## config.mk

```make
export PLATFORM = sky130hd
export DESIGN_NAME = irq_pending_latch_flat
export DESIGN_NICKNAME = d
export VERILOG_FILES = /design/src/rtl/irq_pending_latch_if.sv /design/src/rtl/irq_pending_latch.sv /design/src/flat_wrapper.sv
export SDC_FILE = /design/constraint.sdc
export NUM_CORES = 1
export LEC_CHECK = 0
export CAP_MARGIN = 20
export CELL_PAD_IN_SITES_DETAIL_PLACEMENT = 1
export CELL_PAD_IN_SITES_GLOBAL_PLACEMENT = 2
export CORE_ASPECT_RATIO = 0.8
export CORE_MARGIN = 1
export CORE_UTILIZATION = 33
export CTS_CLUSTER_DIAMETER = 30
export CTS_CLUSTER_SIZE = 20
export DETAILED_ROUTE_END_ITERATION = 12
export GPL_TIMING_DRIVEN = 1
export PLACE_DENSITY_LB_ADDON = 0.1
export SLEW_MARGIN = 40
export SYNTH_ARGS = -nofsm -noshare
export SYNTH_HDL_FRONTEND = slang
export SYNTH_HIERARCHICAL = 1
export SYNTH_SLANG_ARGS = --single-unit
```

## constraint.sdc

```tcl
create_clock -name clk -period 1.5 [get_ports clk]
set_input_delay 0.375 -clock clk [delete_from_list [all_inputs] [get_ports clk]]
set_output_delay 0.375 -clock clk [all_outputs]
set_load 0.005 [all_outputs]
```

## src/rtl/irq_pending_latch_if.sv

```systemverilog
// Request/ack/mask bus between the interrupt controller and the pending latch.
// The master drives the strobes and raw lines. The slave returns the masked pending state.
interface irq_pending_latch_if #(
    parameter int N  = 8,
    parameter int IW = 3
);
    logic [N-1:0]  req_in;
    logic          mask_wr;
    logic [N-1:0]  mask_in;
    logic          ack;
    logic [IW-1:0] ack_idx;
    logic          ovf_clr;
    logic [N-1:0]  pend_out;
    logic          irq;
    logic [N-1:0]  overflow;
    logic [N-1:0]  mask_q;

    modport master (
        output req_in, mask_wr, mask_in, ack, ack_idx, ovf_clr,
        input  pend_out, irq, overflow, mask_q
    );

    modport slave (
        input  req_in, mask_wr, mask_in, ack, ack_idx, ovf_clr,
        output pend_out, irq, overflow, mask_q
    );
endinterface

```

## src/rtl/irq_pending_latch.sv

```systemverilog
// Request capture ahead of the 8-to-3 priority encoder. Raw lines are synchronised and
// converted to sticky pending bits, which are masked onto the encoder A input.
module irq_pending_line #(
    parameter int SYNC_STAGES = 2
) (
    input  logic clk,
    input  logic rst_n,
    input  logic i_req,
    input  logic i_clr,
    input  logic i_mask_wr,
    input  logic i_mask_bit,
    input  logic i_ovf_clr,
    output logic o_pend,
    output logic o_ovf,
    output logic o_mask
);
    logic [SYNC_STAGES-1:0] r_sync;
    logic                   r_hist;
    logic                   r_pend;
    logic                   r_ovf;
    logic                   r_mask;
    logic                   w_edge;

    // The chain resets to 0, so a line already high at release counts as a rising edge.
    assign w_edge = r_sync[SYNC_STAGES-1] & ~r_hist;

    always_ff @(posedge clk or negedge rst_n) begin
        if (!rst_n) begin
            r_sync <= '0;
            r_hist <= 1'b0;
            r_pend <= 1'b0;
            r_ovf  <= 1'b0;
            r_mask <= 1'b0;
        end else begin
            r_sync <= {r_sync[SYNC_STAGES-2:0], i_req};
            r_hist <= r_sync[SYNC_STAGES-1];
            // A new edge beats a same-cycle ack: the bit then stands for the new event.
            if (w_edge)
                r_pend <= 1'b1;
            else if (i_clr)
                r_pend <= 1'b0;
            if (w_edge && r_pend && !i_clr)
                r_ovf <= 1'b1;
            else if (i_ovf_clr)
                r_ovf <= 1'b0;
            if (i_mask_wr)
                r_mask <= i_mask_bit;
        end
    end

    assign o_pend = r_pend;
    assign o_ovf  = r_ovf;
    assign o_mask = r_mask;
endmodule

module irq_pending_latch #(
    parameter int N           = 8,
    parameter int IW          = 3,
    parameter int SYNC_STAGES = 2
) (
    input  logic                clk,
    input  logic                rst_n,
    irq_pending_latch_if.slave  bus
);
    logic [N-1:0] w_clr;
    logic [N-1:0] w_pend;
    logic [N-1:0] w_ovf;
    logic [N-1:0] w_mask;

    genvar gi;
    generate
        for (gi = 0; gi < N; gi++) begin : g_line
            // An index at or above N matches no line, so an out-of-range ack is a no-op.
            assign w_clr[gi] = bus.ack && (bus.ack_idx == IW'(gi));

            irq_pending_line #(
                .SYNC_STAGES (SYNC_STAGES)
            ) u_line (
                .clk        (clk),
                .rst_n      (rst_n),
                .i_req      (bus.req_in[gi]),
                .i_clr      (w_clr[gi]),
                .i_mask_wr  (bus.mask_wr),
                .i_mask_bit (bus.mask_in[gi]),
                .i_ovf_clr  (bus.ovf_clr),
                .o_pend     (w_pend[gi]),
                .o_ovf      (w_ovf[gi]),
                .o_mask     (w_mask[gi])
            );
        end
    endgenerate

    assign bus.pend_out = w_pend & ~w_mask;
    assign bus.irq      = |(w_pend & ~w_mask);
    assign bus.overflow = w_ovf;
    assign bus.mask_q   = w_mask;
endmodule

```

## src/flat_wrapper.sv

```systemverilog
// flat-port wrapper written by rule: the top's interface ports become plain ports
module irq_pending_latch_flat 
#(
    parameter int N           = 8,
    parameter int IW          = 3,
    parameter int SYNC_STAGES = 2
)
  (clk, rst_n, bus_req_in, bus_mask_wr, bus_mask_in, bus_ack, bus_ack_idx, bus_ovf_clr, bus_pend_out, bus_irq, bus_overflow, bus_mask_q);
  irq_pending_latch_if #(.N(N), .IW(IW)) bus_i ();
  input  logic clk;
  input  logic rst_n;
  input wire logic [$bits(bus_i.req_in)-1:0] bus_req_in;
  input wire logic [$bits(bus_i.mask_wr)-1:0] bus_mask_wr;
  input wire logic [$bits(bus_i.mask_in)-1:0] bus_mask_in;
  input wire logic [$bits(bus_i.ack)-1:0] bus_ack;
  input wire logic [$bits(bus_i.ack_idx)-1:0] bus_ack_idx;
  input wire logic [$bits(bus_i.ovf_clr)-1:0] bus_ovf_clr;
  output wire logic [$bits(bus_i.pend_out)-1:0] bus_pend_out;
  output wire logic [$bits(bus_i.irq)-1:0] bus_irq;
  output wire logic [$bits(bus_i.overflow)-1:0] bus_overflow;
  output wire logic [$bits(bus_i.mask_q)-1:0] bus_mask_q;
  assign bus_i.req_in = bus_req_in;
  assign bus_i.mask_wr = bus_mask_wr;
  assign bus_i.mask_in = bus_mask_in;
  assign bus_i.ack = bus_ack;
  assign bus_i.ack_idx = bus_ack_idx;
  assign bus_i.ovf_clr = bus_ovf_clr;
  assign bus_pend_out = bus_i.pend_out;
  assign bus_irq = bus_i.irq;
  assign bus_overflow = bus_i.overflow;
  assign bus_mask_q = bus_i.mask_q;
  irq_pending_latch #(.N(N), .IW(IW), .SYNC_STAGES(SYNC_STAGES)) u_core (.clk(clk), .rst_n(rst_n), .bus(bus_i));
endmodule
```

==> out/qor.yml <==
status: "finished, violations left"
violations: "setup timing"
switchingPower_uw: 659.8
grt_start_max_net_pins: 49
worstPathMaxFanout: 2
multi_input_area_sq_um: 503.0
grt_usage_pct: 17.12
slew_headroom_pct: 79.56
grt_pass1_wl_um: 6472
cap_violations: 0
hold_violations: 0
syn_nets: 144
tightest_slew_ns: 0.3039
cts-root-buf: "clkbuf_8"
synth_ff_type: "dfrtp_1"
endpoint_kind: "output pin"
vias: 1203
p_sw_share_pct: 23.96
numCtsBuffers: 5
die_area_sq_mm: 0.005403
pwr-share-clk_pct: 25.7
cp.required_ns: 1.12
drtIter0Drc: 33
clk_pin_slew_ns: 0.08
fp.dieH_um: 65.95
synthTopCellsByArea: "dfrtp_1 71%, mux2_4 7.1%, nand2b_1 7.0%"
ys_ff_latch: 48
postSynthCellCount: 120
drt-total-wl_um: 3885
synth_warnings: 6
grt_overflow: 0
p_int_uw: 2094
core_area_sq_mm: 0.004735
start_util_pct: 35.62
pwr_density_cell_mw_per_mm2: 1026
antenna_cells: 0
drc: 0
max-vdd-ir-drop_uv: 589.0
vias_per_cell: 4.439
finalSetupViolCount: 7
fin_worst_skew_ns: 0.001888
rsz0062_at_grt: "true"
setup_slack_ns: -0.2721
antenna_left: 0
nFillCells: 493
grt_pass1_vias: 1333
cts.sinks: 48
ys_async_sr_fraction_pct: 100.0
syn_to_final_growth_pct: 59.12
avgSynthCellArea_sq_um: 14.06
clock_latency_ns: 0.30
path_class: "register to output pin"
cts_tree: "built"
post-synth-top-count-cell: "dfrtp_1"
syn_area_sq_mm: 0.001687
yosysTopAreaCell: "dfrtp_1"
ios: 49
slew_viol_final: 0
routedWlPerCell_um: 14.34
max_freq_ghz: 0.5643
cts_htree_levels: 2
clockBufferDepth: 2
seq_power_share_pct: 52.6
gp_congestion: 0.7063
post-route-util_pct: 56.69
nNetsFinal: 235
timing.hold.ws_ns: 0.04151
crit_arrival_ns: 1.40
power_frac_comb_pct: 21.7
critPathLaunchType: "register"
min_period_over_period_pct: 118.1
die_x_um: 81.93
portBuffers: 48
drive_gt1_share_pct: 34.12
ctsHoldBuffers: 0
seq_area_sq_mm: 0.001201
drt_pass1_iterations: 4
yosys-top-cells-count: "48 x dfrtp_1, 19 x nand2b_1, 11 x nand2_1"
seq_area_frac_synth_pct: 71.22
worst-r2r-cell-count: 4
synth_edf_count: 0
fp-row-count: 22
min_period_ns: 1.772
ys_types: 11
synth_top_cell_area_share_pct: 71.22
power.leakage_uw: 0.001306
hpwlAfterDp_um: 2576
hold_path.class: "input pin to asynchronous set/reset pin"
antenna_found_initial: 0
flip-flops by register name, indices dropped and copies added (netlist names):
signal	cells
u_core/g_line.u_line/o_ovf	8
u_core/g_line.u_line/o_pend	8
u_core/g_line.u_line/r_sync	16
u_core/g_line.u_line/r_hist	8
u_core/g_line.u_line/o_mask	8
power by group through the flow:
stage               clock network, uW  registers, uW  logic, uW
floorplan                           0           1470        142
global placement                    0           1470        496
detailed placement                  0           1470        500
CTS                               744           1450        551
global route                      791           1460        652
finish                            709           1450        596
area by class of cell:
| class | instances | area share, % |
|---|---|---|
| flip-flops and latches | 48 | 44.76 |
| repair buffers | 84 | 29.70 |
| multi-input cells | 64 | 18.74 |
| well taps | 60 | 2.797 |
| clock buffers | 6 | 2.704 |
| inverters | 8 | 1.119 |
| clock inverters | 1 | 0.1865 |
cells by family after synthesis:
| family | share of synthesized area [%] |
|---|---|
| flip-flops | 71.22 |
| AND/OR/NAND/NOR | 16.91 |
| AO/OA/AOI/OAI | 2.967 |
| multiplexers | 7.122 |
| buffers and inverters | 1.780 |
stage by stage:
stage	total power [uW]	setup TNS [ns]	std cells	setup WS [ns]	instance area, sq um
finish	2754	-0.6164	271	-0.2721	2684
floorplan	1608	0	120	0.3043	1687
CTS	2745	-0.5293	265	-0.3215	2606
detailed placement	1973	-0.6986	246	-0.3712	2410
global placement	1961	-0.5765	246	-0.4046	2410
global route	2906	-1.005	271	-0.3730	2684
critical path, stage by stage, from the launching register on:
cell,delay [ns]
dfrtp_1,0.38
nor2b_4,0.14
nor4_4,0.26
buf_4,0.15
nand2_2,0.04
buf_2,0.13
cell usage in the layout (no fill, tap or decap):
| master | Yosys | routed |
|---|---|---|
| inv_1 | 8 | 8 |
| nand2_2 | 0 | 1 |
| nor2_1 | 6 | 6 |
| nor2b_4 | 4 | 8 |
| clkdlybuf4s50_1 | 0 | 22 |
| nand2_1 | 11 | 10 |
| clkbuf_1 | 0 | 1 |
| dfrtp_1 | 48 | 48 |
| clkbuf_2 | 0 | 2 |
| buf_2 | 0 | 5 |
| nor4_4 | 0 | 1 |
| buf_4 | 0 | 19 |
| mux2_4 | 8 | 8 |
| o22ai_1 | 8 | 8 |
| buf_6 | 0 | 18 |
| nor3_1 | 2 | 2 |
| clkbuf_8 | 0 | 5 |
| buf_12 | 0 | 3 |
| dlygate4sd2_1 | 0 | 12 |
| nand2b_1 | 19 | 19 |
| clkinv_2 | 0 | 1 |
| nor4_1 | 2 | 1 |
| clkdlybuf4s15_1 | 0 | 2 |
| clkdlybuf4s15_2 | 0 | 1 |
layer usage:
layer / wire [um] / GRT usage, %
met4: 85 / 9.211
met1: 1730 / 21.92
met5: 0 / 0
met3: 227 / 4.552
met2: 1842 / 26.34
path summary, 6_finish.rpt:
check                                                   from                                 to  slack [ns]
min                                                    rst_n  u_core/g_line[3].u_line/r_sync[1]        0.04
min in group clk           u_core/g_line[2].u_line/r_sync[0]  u_core/g_line[2].u_line/r_sync[1]        0.35
max                           u_core/g_line[1].u_line/o_pend                            bus_irq       -0.27
max reg2reg                   u_core/g_line[5].u_line/o_mask     u_core/g_line[5].u_line/o_mask        0.34
max in group asynchronous                              rst_n     u_core/g_line[4].u_line/o_mask        1.24
min reg2reg                u_core/g_line[2].u_line/r_sync[0]  u_core/g_line[2].u_line/r_sync[1]        0.35
what timing repair did:
item / CTS / global route
setup buffers: 12 / 7
resized for setup: 72 / 13
endpoints found under the setup margin: 25 / 9
pin swaps: 1 / 0
Power figures use the tool's default switching activity.
